===== config.mk =====
export PLATFORM = sky130hd
export DESIGN_NAME = mdu_e
export DESIGN_NICKNAME = d
export VERILOG_FILES = /design/src/rtl/mdu_e.sv
export SDC_FILE = /design/constraint.sdc
export NUM_CORES = 2
export LEC_CHECK = 0
export CORE_MARGIN = 4
export CORE_UTILIZATION = 35
export DETAILED_ROUTE_END_ITERATION = 7
export GPL_TIMING_DRIVEN = 0
export PLACE_DENSITY = 0.56
export REMOVE_ABC_BUFFERS = 1
export SYNTH_ARGS = -nofsm -noshare
export SYNTH_HDL_FRONTEND = slang
export SYNTH_SLANG_ARGS = --single-unit

===== constraint.sdc =====
create_clock -name clk -period 20.9 [get_ports clk]
set_clock_uncertainty 0.15 [all_clocks]
set_input_delay 2.09 -clock clk [delete_from_list [all_inputs] [get_ports clk]]
set_output_delay 2.09 -clock clk [all_outputs]
set_load 0.03 [all_outputs]

===== src/rtl/mdu_e.sv =====
// RV32M execute-stage multiply/divide unit: multiplies in a short fixed latency,
// divides with a 32-step restoring divider, and stalls the pipeline while it works.
module mdu_e #(
  parameter int WIDTH = 32
) (
  input  logic             clk,
  input  logic             rst_n,
  input  logic             startE,
  input  logic [2:0]       funct3E,
  input  logic [WIDTH-1:0] srcAE,
  input  logic [WIDTH-1:0] srcBE,
  input  logic [4:0]       rdE,
  input  logic             flushE,
  output logic             busyE,
  output logic             doneE,
  output logic [WIDTH-1:0] resultE,
  output logic [4:0]       rdDoneE
);

  typedef enum logic [1:0] {S_IDLE, S_MUL, S_DIV, S_DONE} state_e;

  state_e           state_q;
  logic [WIDTH-1:0] a_q, b_q, rem_q, quo_q, result_q;
  logic [2:0]       f3_q;
  logic [4:0]       rd_q, rd_done_q, cnt_q;
  logic             qneg_q, rneg_q;

  logic             sdiv, a_neg, b_neg, div_zero, div_ovf;
  logic [WIDTH-1:0] a_mag, b_mag, spec_res;

  // Operand conditioning for divides, evaluated on the live E-stage operands.
  always_comb begin
    sdiv     = ~funct3E[0];
    a_neg    = sdiv & srcAE[WIDTH-1];
    b_neg    = sdiv & srcBE[WIDTH-1];
    a_mag    = a_neg ? (~srcAE + 1'b1) : srcAE;
    b_mag    = b_neg ? (~srcBE + 1'b1) : srcBE;
    div_zero = (srcBE == '0);
    div_ovf  = sdiv && (srcAE == {1'b1, {(WIDTH-1){1'b0}}}) && (srcBE == '1);
    // Overflow quotient equals the dividend (most negative value).
    if (div_zero) spec_res = funct3E[1] ? srcAE : '1;
    else          spec_res = funct3E[1] ? '0 : srcAE;
  end

  logic                   mul_a_sgn, mul_b_sgn;
  logic [2*WIDTH-1:0]     mul_a, mul_b, prod;
  logic [WIDTH-1:0]       mul_res;

  // A 64-bit truncated product of sign/zero-extended operands holds every RV32M result exactly.
  always_comb begin
    mul_a_sgn = (f3_q == 3'b001) || (f3_q == 3'b010);
    mul_b_sgn = (f3_q == 3'b001);
    mul_a     = {{WIDTH{mul_a_sgn & a_q[WIDTH-1]}}, a_q};
    mul_b     = {{WIDTH{mul_b_sgn & b_q[WIDTH-1]}}, b_q};
    prod      = mul_a * mul_b;
    mul_res   = (f3_q[1:0] == 2'b00) ? prod[WIDTH-1:0] : prod[2*WIDTH-1:WIDTH];
  end

  logic [WIDTH:0]   rem_sh;
  logic             q_bit;
  logic [WIDTH-1:0] rem_n, quo_n, q_fix, r_fix, div_res;

  always_comb begin
    rem_sh  = {rem_q, quo_q[WIDTH-1]};
    q_bit   = (rem_sh >= {1'b0, b_q});
    rem_n   = q_bit ? (rem_sh[WIDTH-1:0] - b_q) : rem_sh[WIDTH-1:0];
    quo_n   = {quo_q[WIDTH-2:0], q_bit};
    q_fix   = qneg_q ? (~quo_n + 1'b1) : quo_n;
    r_fix   = rneg_q ? (~rem_n + 1'b1) : rem_n;
    div_res = f3_q[1] ? r_fix : q_fix;
  end

  always_ff @(posedge clk) begin
    if (!rst_n) begin
      state_q   <= S_IDLE;
      a_q       <= '0;
      b_q       <= '0;
      rem_q     <= '0;
      quo_q     <= '0;
      result_q  <= '0;
      f3_q      <= '0;
      rd_q      <= '0;
      rd_done_q <= '0;
      cnt_q     <= '0;
      qneg_q    <= 1'b0;
      rneg_q    <= 1'b0;
    end else begin
      case (state_q)
        S_IDLE: begin
          if (startE && !flushE) begin
            f3_q <= funct3E;
            rd_q <= rdE;
            if (!funct3E[2]) begin
              a_q     <= srcAE;
              b_q     <= srcBE;
              state_q <= S_MUL;
            end else if (div_zero || div_ovf) begin
              result_q  <= spec_res;
              rd_done_q <= rdE;
              state_q   <= S_DONE;
            end else begin
              quo_q   <= a_mag;
              b_q     <= b_mag;
              rem_q   <= '0;
              cnt_q   <= '0;
              qneg_q  <= a_neg ^ b_neg;
              rneg_q  <= a_neg;
              state_q <= S_DIV;
            end
          end
        end
        S_MUL: begin
          if (flushE) begin
            state_q <= S_IDLE;
          end else begin
            result_q  <= mul_res;
            rd_done_q <= rd_q;
            state_q   <= S_DONE;
          end
        end
        S_DIV: begin
          if (flushE) begin
            state_q <= S_IDLE;
          end else begin
            rem_q <= rem_n;
            quo_q <= quo_n;
            cnt_q <= cnt_q + 5'd1;
            if (cnt_q == 5'd31) begin
              result_q  <= div_res;
              rd_done_q <= rd_q;
              state_q   <= S_DONE;
            end
          end
        end
        default: state_q <= S_IDLE;
      endcase
    end
  end

  assign busyE   = ((state_q == S_IDLE) && startE && !flushE) || (state_q == S_MUL) || (state_q == S_DIV);
  assign doneE   = (state_q == S_DONE);
  assign resultE = result_q;
  assign rdDoneE = rd_done_q;

endmodule


==> key figures <==
Hold path
  – Hold Path Class: register to register
  – WHS Path Cells: 2

Clock tree
  – Number of buffers between clock root and the deepest sink: 2
  – Number of H-tree levels: 4
  – Buffer count from post-CTS setup fixing: 0
  – Total clock buffers created by CTS: 17
  – Hold buffer count at CTS: 0
  – CTS-repair resized insts: 0
  – Worst-path clk slew: about 90 ps
  – Clock sink total: around 180
  – CTS tree: yes
  – Clock latency at the later pin of the worst-skew pair: between 400 and 500 ps
  – Library cell used as clock root buffer: sky130_fd_sc_hd__clkbuf_16

Global route
  – GRT Total Usage: between 20% and 30%
  – Largest net degree at the start of global routing: 94
  – Number of global-route vias before repair: 42,870
  – Initial antenna violation count: 13
  – GR Overflow Total: 0
  – Wire length of the first global-routing pass: 258.2 mm

Timing
  – Min cycle time layout: between 10,000 and 15,000 ps
  – Worst hold slack across all endpoints: around 320 ps
  – Fmax: 0.08381 GHz
  – Transition time of the tightest slew-check pin: ~1400 ps
  – Worst max-slew margin expressed relative to the limit: under 10%
  – TNS Setup: 0 ps
  – Setup repair after global routing missed its margin: no
  – Final worst-path cycle share: between 50% and 60%
  – Final setup violation count: 0
  – Number of hold-slack violations in the final timing report: 0
  – Total count of max-transition violations in the final report: 0

Synth
  – Area share of the largest cell type after synthesis: approximately 43%
  – Post-Synthesis Cells: 6,087
  – Number of warnings issued by yosys: 0
  – Post-synthesis async set-or-reset flop share: 0%
  – Most common library cells after synthesis: sky130_fd_sc_hd__inv_1 (1,249), sky130_fd_sc_hd__fa_1 (1,126), sky130_fd_sc_hd__nand2_1 (1,032), sky130_fd_sc_hd__clkbuf_1 (346), sky130_fd_sc_hd__and2_1 (344)
  – Part of the Yosys area used for sequential elements: 7.008%
  – #FFs+latches synth: 182
  – Cell types with the largest area share after synthesis: sky130_fd_sc_hd__fa_1 (43%), sky130_fd_sc_hd__inv_1 (9.0%), sky130_fd_sc_hd__nand2_1 (7.5%)
  – EDFF count, synth: 0
  – Top FF cell, synth: sky130_fd_sc_hd__dfxtp_1
  – Mean area per synthesized cell: roughly 8.5 sq um
  – Post-synthesis cell type with the largest combined area: sky130_fd_sc_hd__fa_1
  – Most common cell in the synthesized netlist: sky130_fd_sc_hd__inv_1
  – Count of distinct cell types in the synthesized netlist: 97
  – Post-Synthesis Cell Area: approximately 0.052 sq mm

Place
  – Cell area after placement: roughly 0.055 sq mm
  – Number of placed instances with taps included: approximately 8,000
  – Placed wire-length estimate after detailed placement: 134.8 mm
  – Count of input and output buffers: ~110
  – Routability Congestion: just over 0.9

Pwr
  – Part of the total power dissipated in the clock network: 14.1%
  – Internal power contribution: approximately 1100 uW
  – Switching fraction of total power: approximately 55%
  – Leak pwr: between 0.02 and 0.03 uW
  – Switching component of the power: 1308 uW
  – Power density normalized to cell area: about 43 mW/mm^2
  – Relative contribution of combinational cells to total power: a little over three fifths
  – Sequential group share of total power: 23.3%
  – Largest voltage drop on the vdd net: roughly 0.1 mV
  – Total design power: 2388 uW

Worst setup path
  – Slowest CP cell: sky130_fd_sc_hd__dfxtp_1
  – Crit-path leading delay family: adder cells
  – Path type of the worst setup path: register to register
  – Number of cells on the critical path: 29
  – Element type at the critical path end: register
  – Register-to-register setup slack: 8970 ps
  – Delay of the slowest cell on the worst path: between 1000 and 1500 ps
  – Required time reported for the critical path endpoint: around 21,000 ps
  – Kind of launch point of the worst setup path: register
  – Most common cell on crit path: sky130_fd_sc_hd__fa_1
  – Worst-path maximum fanout: 29
  – Register-to-Register Path Depth: 29
  – Crit path arrival time: between 10,000 and 15,000 ps
  – Buf+Inv Stages, Crit Path: 6

Route
  – Drt drc: 0
  – Wire per inst: 21.13 um
  – Detailed router's first-iteration violation count: ~3,800
  – Detailed-router iteration count before antenna repair: 5
  – Drt total wl: between 150 and 200 mm
  – Count of vias placed by the detailed router: 41,640
  – Number of nets still failing antenna checks after routing: 0
  – Via density: ~5.3

Floorplan
  – Total Die Area: between 0.15 and 0.2 sq mm
  – Die span in x: 393.4 um
  – Floorplan Core Area: 0.1477 sq mm
  – Starting density of the core: 35.21%
  – Die height: about 390 um
  – Top-level port count: about 120
  – Number of rows in the core area: around 140

Final layout
  – Fraction of final layout cells sized beyond drive strength 1: 3.989%
  – Final instance area: ~0.056 sq mm
  – Sequential cell area: roughly 0.0037 sq mm
  – Number of standard cells in the final layout excluding fillers: 7,854
  – Layout net count: 7,360
  – Area taken by multi-input logic gates: 0.04225 sq mm
  – Fill cells: ~15,000
  – Layout overhead on the synthesized area: 7.636%

Status
  – Result of the run: completed

Run
  – Maxcap violations: 0
## final timing paths
path,startpoint,endpoint
setup / recovery,f3_q[1]$_SDFFE_PN0P_,resultE[28]$_SDFFE_PN0P_
hold / removal,rd_q[1]$_SDFFE_PN0P_,rd_q[1]$_SDFFE_PN0P_
setup reg to reg,f3_q[1]$_SDFFE_PN0P_,resultE[28]$_SDFFE_PN0P_
hold reg to reg,rd_q[1]$_SDFFE_PN0P_,rd_q[1]$_SDFFE_PN0P_
## placed cells by master, fill, tap and decap left out, types with 89 or more instances in the layout
cell	instances
sky130_fd_sc_hd__nand2_1	1032
sky130_fd_sc_hd__and2_1	344
sky130_fd_sc_hd__ha_1	254
sky130_fd_sc_hd__a21oi_1	141
sky130_fd_sc_hd__xor2_1	89
sky130_fd_sc_hd__nor2_1	160
sky130_fd_sc_hd__xnor2_1	113
sky130_fd_sc_hd__inv_1	1249
sky130_fd_sc_hd__o21ai_0	147
sky130_fd_sc_hd__fa_1	1126
sky130_fd_sc_hd__dfxtp_1	118
sky130_fd_sc_hd__clkdlybuf4s50_1	113
## per-stage QoR
step,worst slack [ps],util (%)
after CTS,9226,37.89
after detailed placement,9289,37.50
after global placement,6466,36.63
after floorplan,10620,-
after global routing,8685,37.89
final,8968,37.90
## power by group through the flow
stage | Clock [uW] | Sequential (uW) | Combinational [uW]
after global placement | 0 | 670 | 1290
after floorplan | 0 | 526 | 848
after global routing | 351 | 560 | 1620
after detailed placement | 0 | 559 | 1460
after CTS | 336 | 551 | 1480
final | 337 | 556 | 1500
## worst reg2reg max path, delay by kind of cell, from the launching register on
family | cells | cell delay [ps]
muxes | 1 | 110
DFF | 1 | 1190
adders and majority gates | 9 | 4950
AOI/OAI and AO/OA | 8 | 3020
buffers and inverters | 6 | 810
xor gates and xnor gates | 1 | 240
and+or+nand+nor | 4 | 1320
## logic make-up (layout without fill, tap and decap cells)
kind of cell,Yosys count,count (layout),synth area share (%)
simple gates,1871,1871,16.84
buf+inv,1626,1455,11.84
flops,182,182,7.008
xor+xnor,202,202,3.403
mux,36,36,0.7075
fa+ha+maj,1394,1394,49.74
compound gates,776,776,10.47
other cells,0,8,0
## flip-flops by register name, summed over array words and instances, names as in the netlist
register	cells
a_q	32
b_q	32
cnt_q	5
f3_q	3
qneg_q	1
quo_q	32
rdDoneE	5
rd_q	5
rem_q	32
resultE	32
rneg_q	1
state_q	2
## layout make-up
class                      count  share of cell area [%]
multi-input combinational   4279                   75.49
antenna                        8                 0.03577
timing repair buffer         173                   4.103
clock inverter                14                  0.2504
inverter                    1250                   8.384
clock buffer                  18                  0.7669
sequential                   182                   6.654
tap                         1930                   4.315
## per-layer routing
metal	vias to the layer above	global-route usage, %	routed length, um
met5	-	0	13
met4	2	7.252	6682
met3	246	3.511	13310
met2	1592	34.01	75380
met1	21510	29.55	70540
li1	18290	-	-
Power figures use the tool's default switching activity.
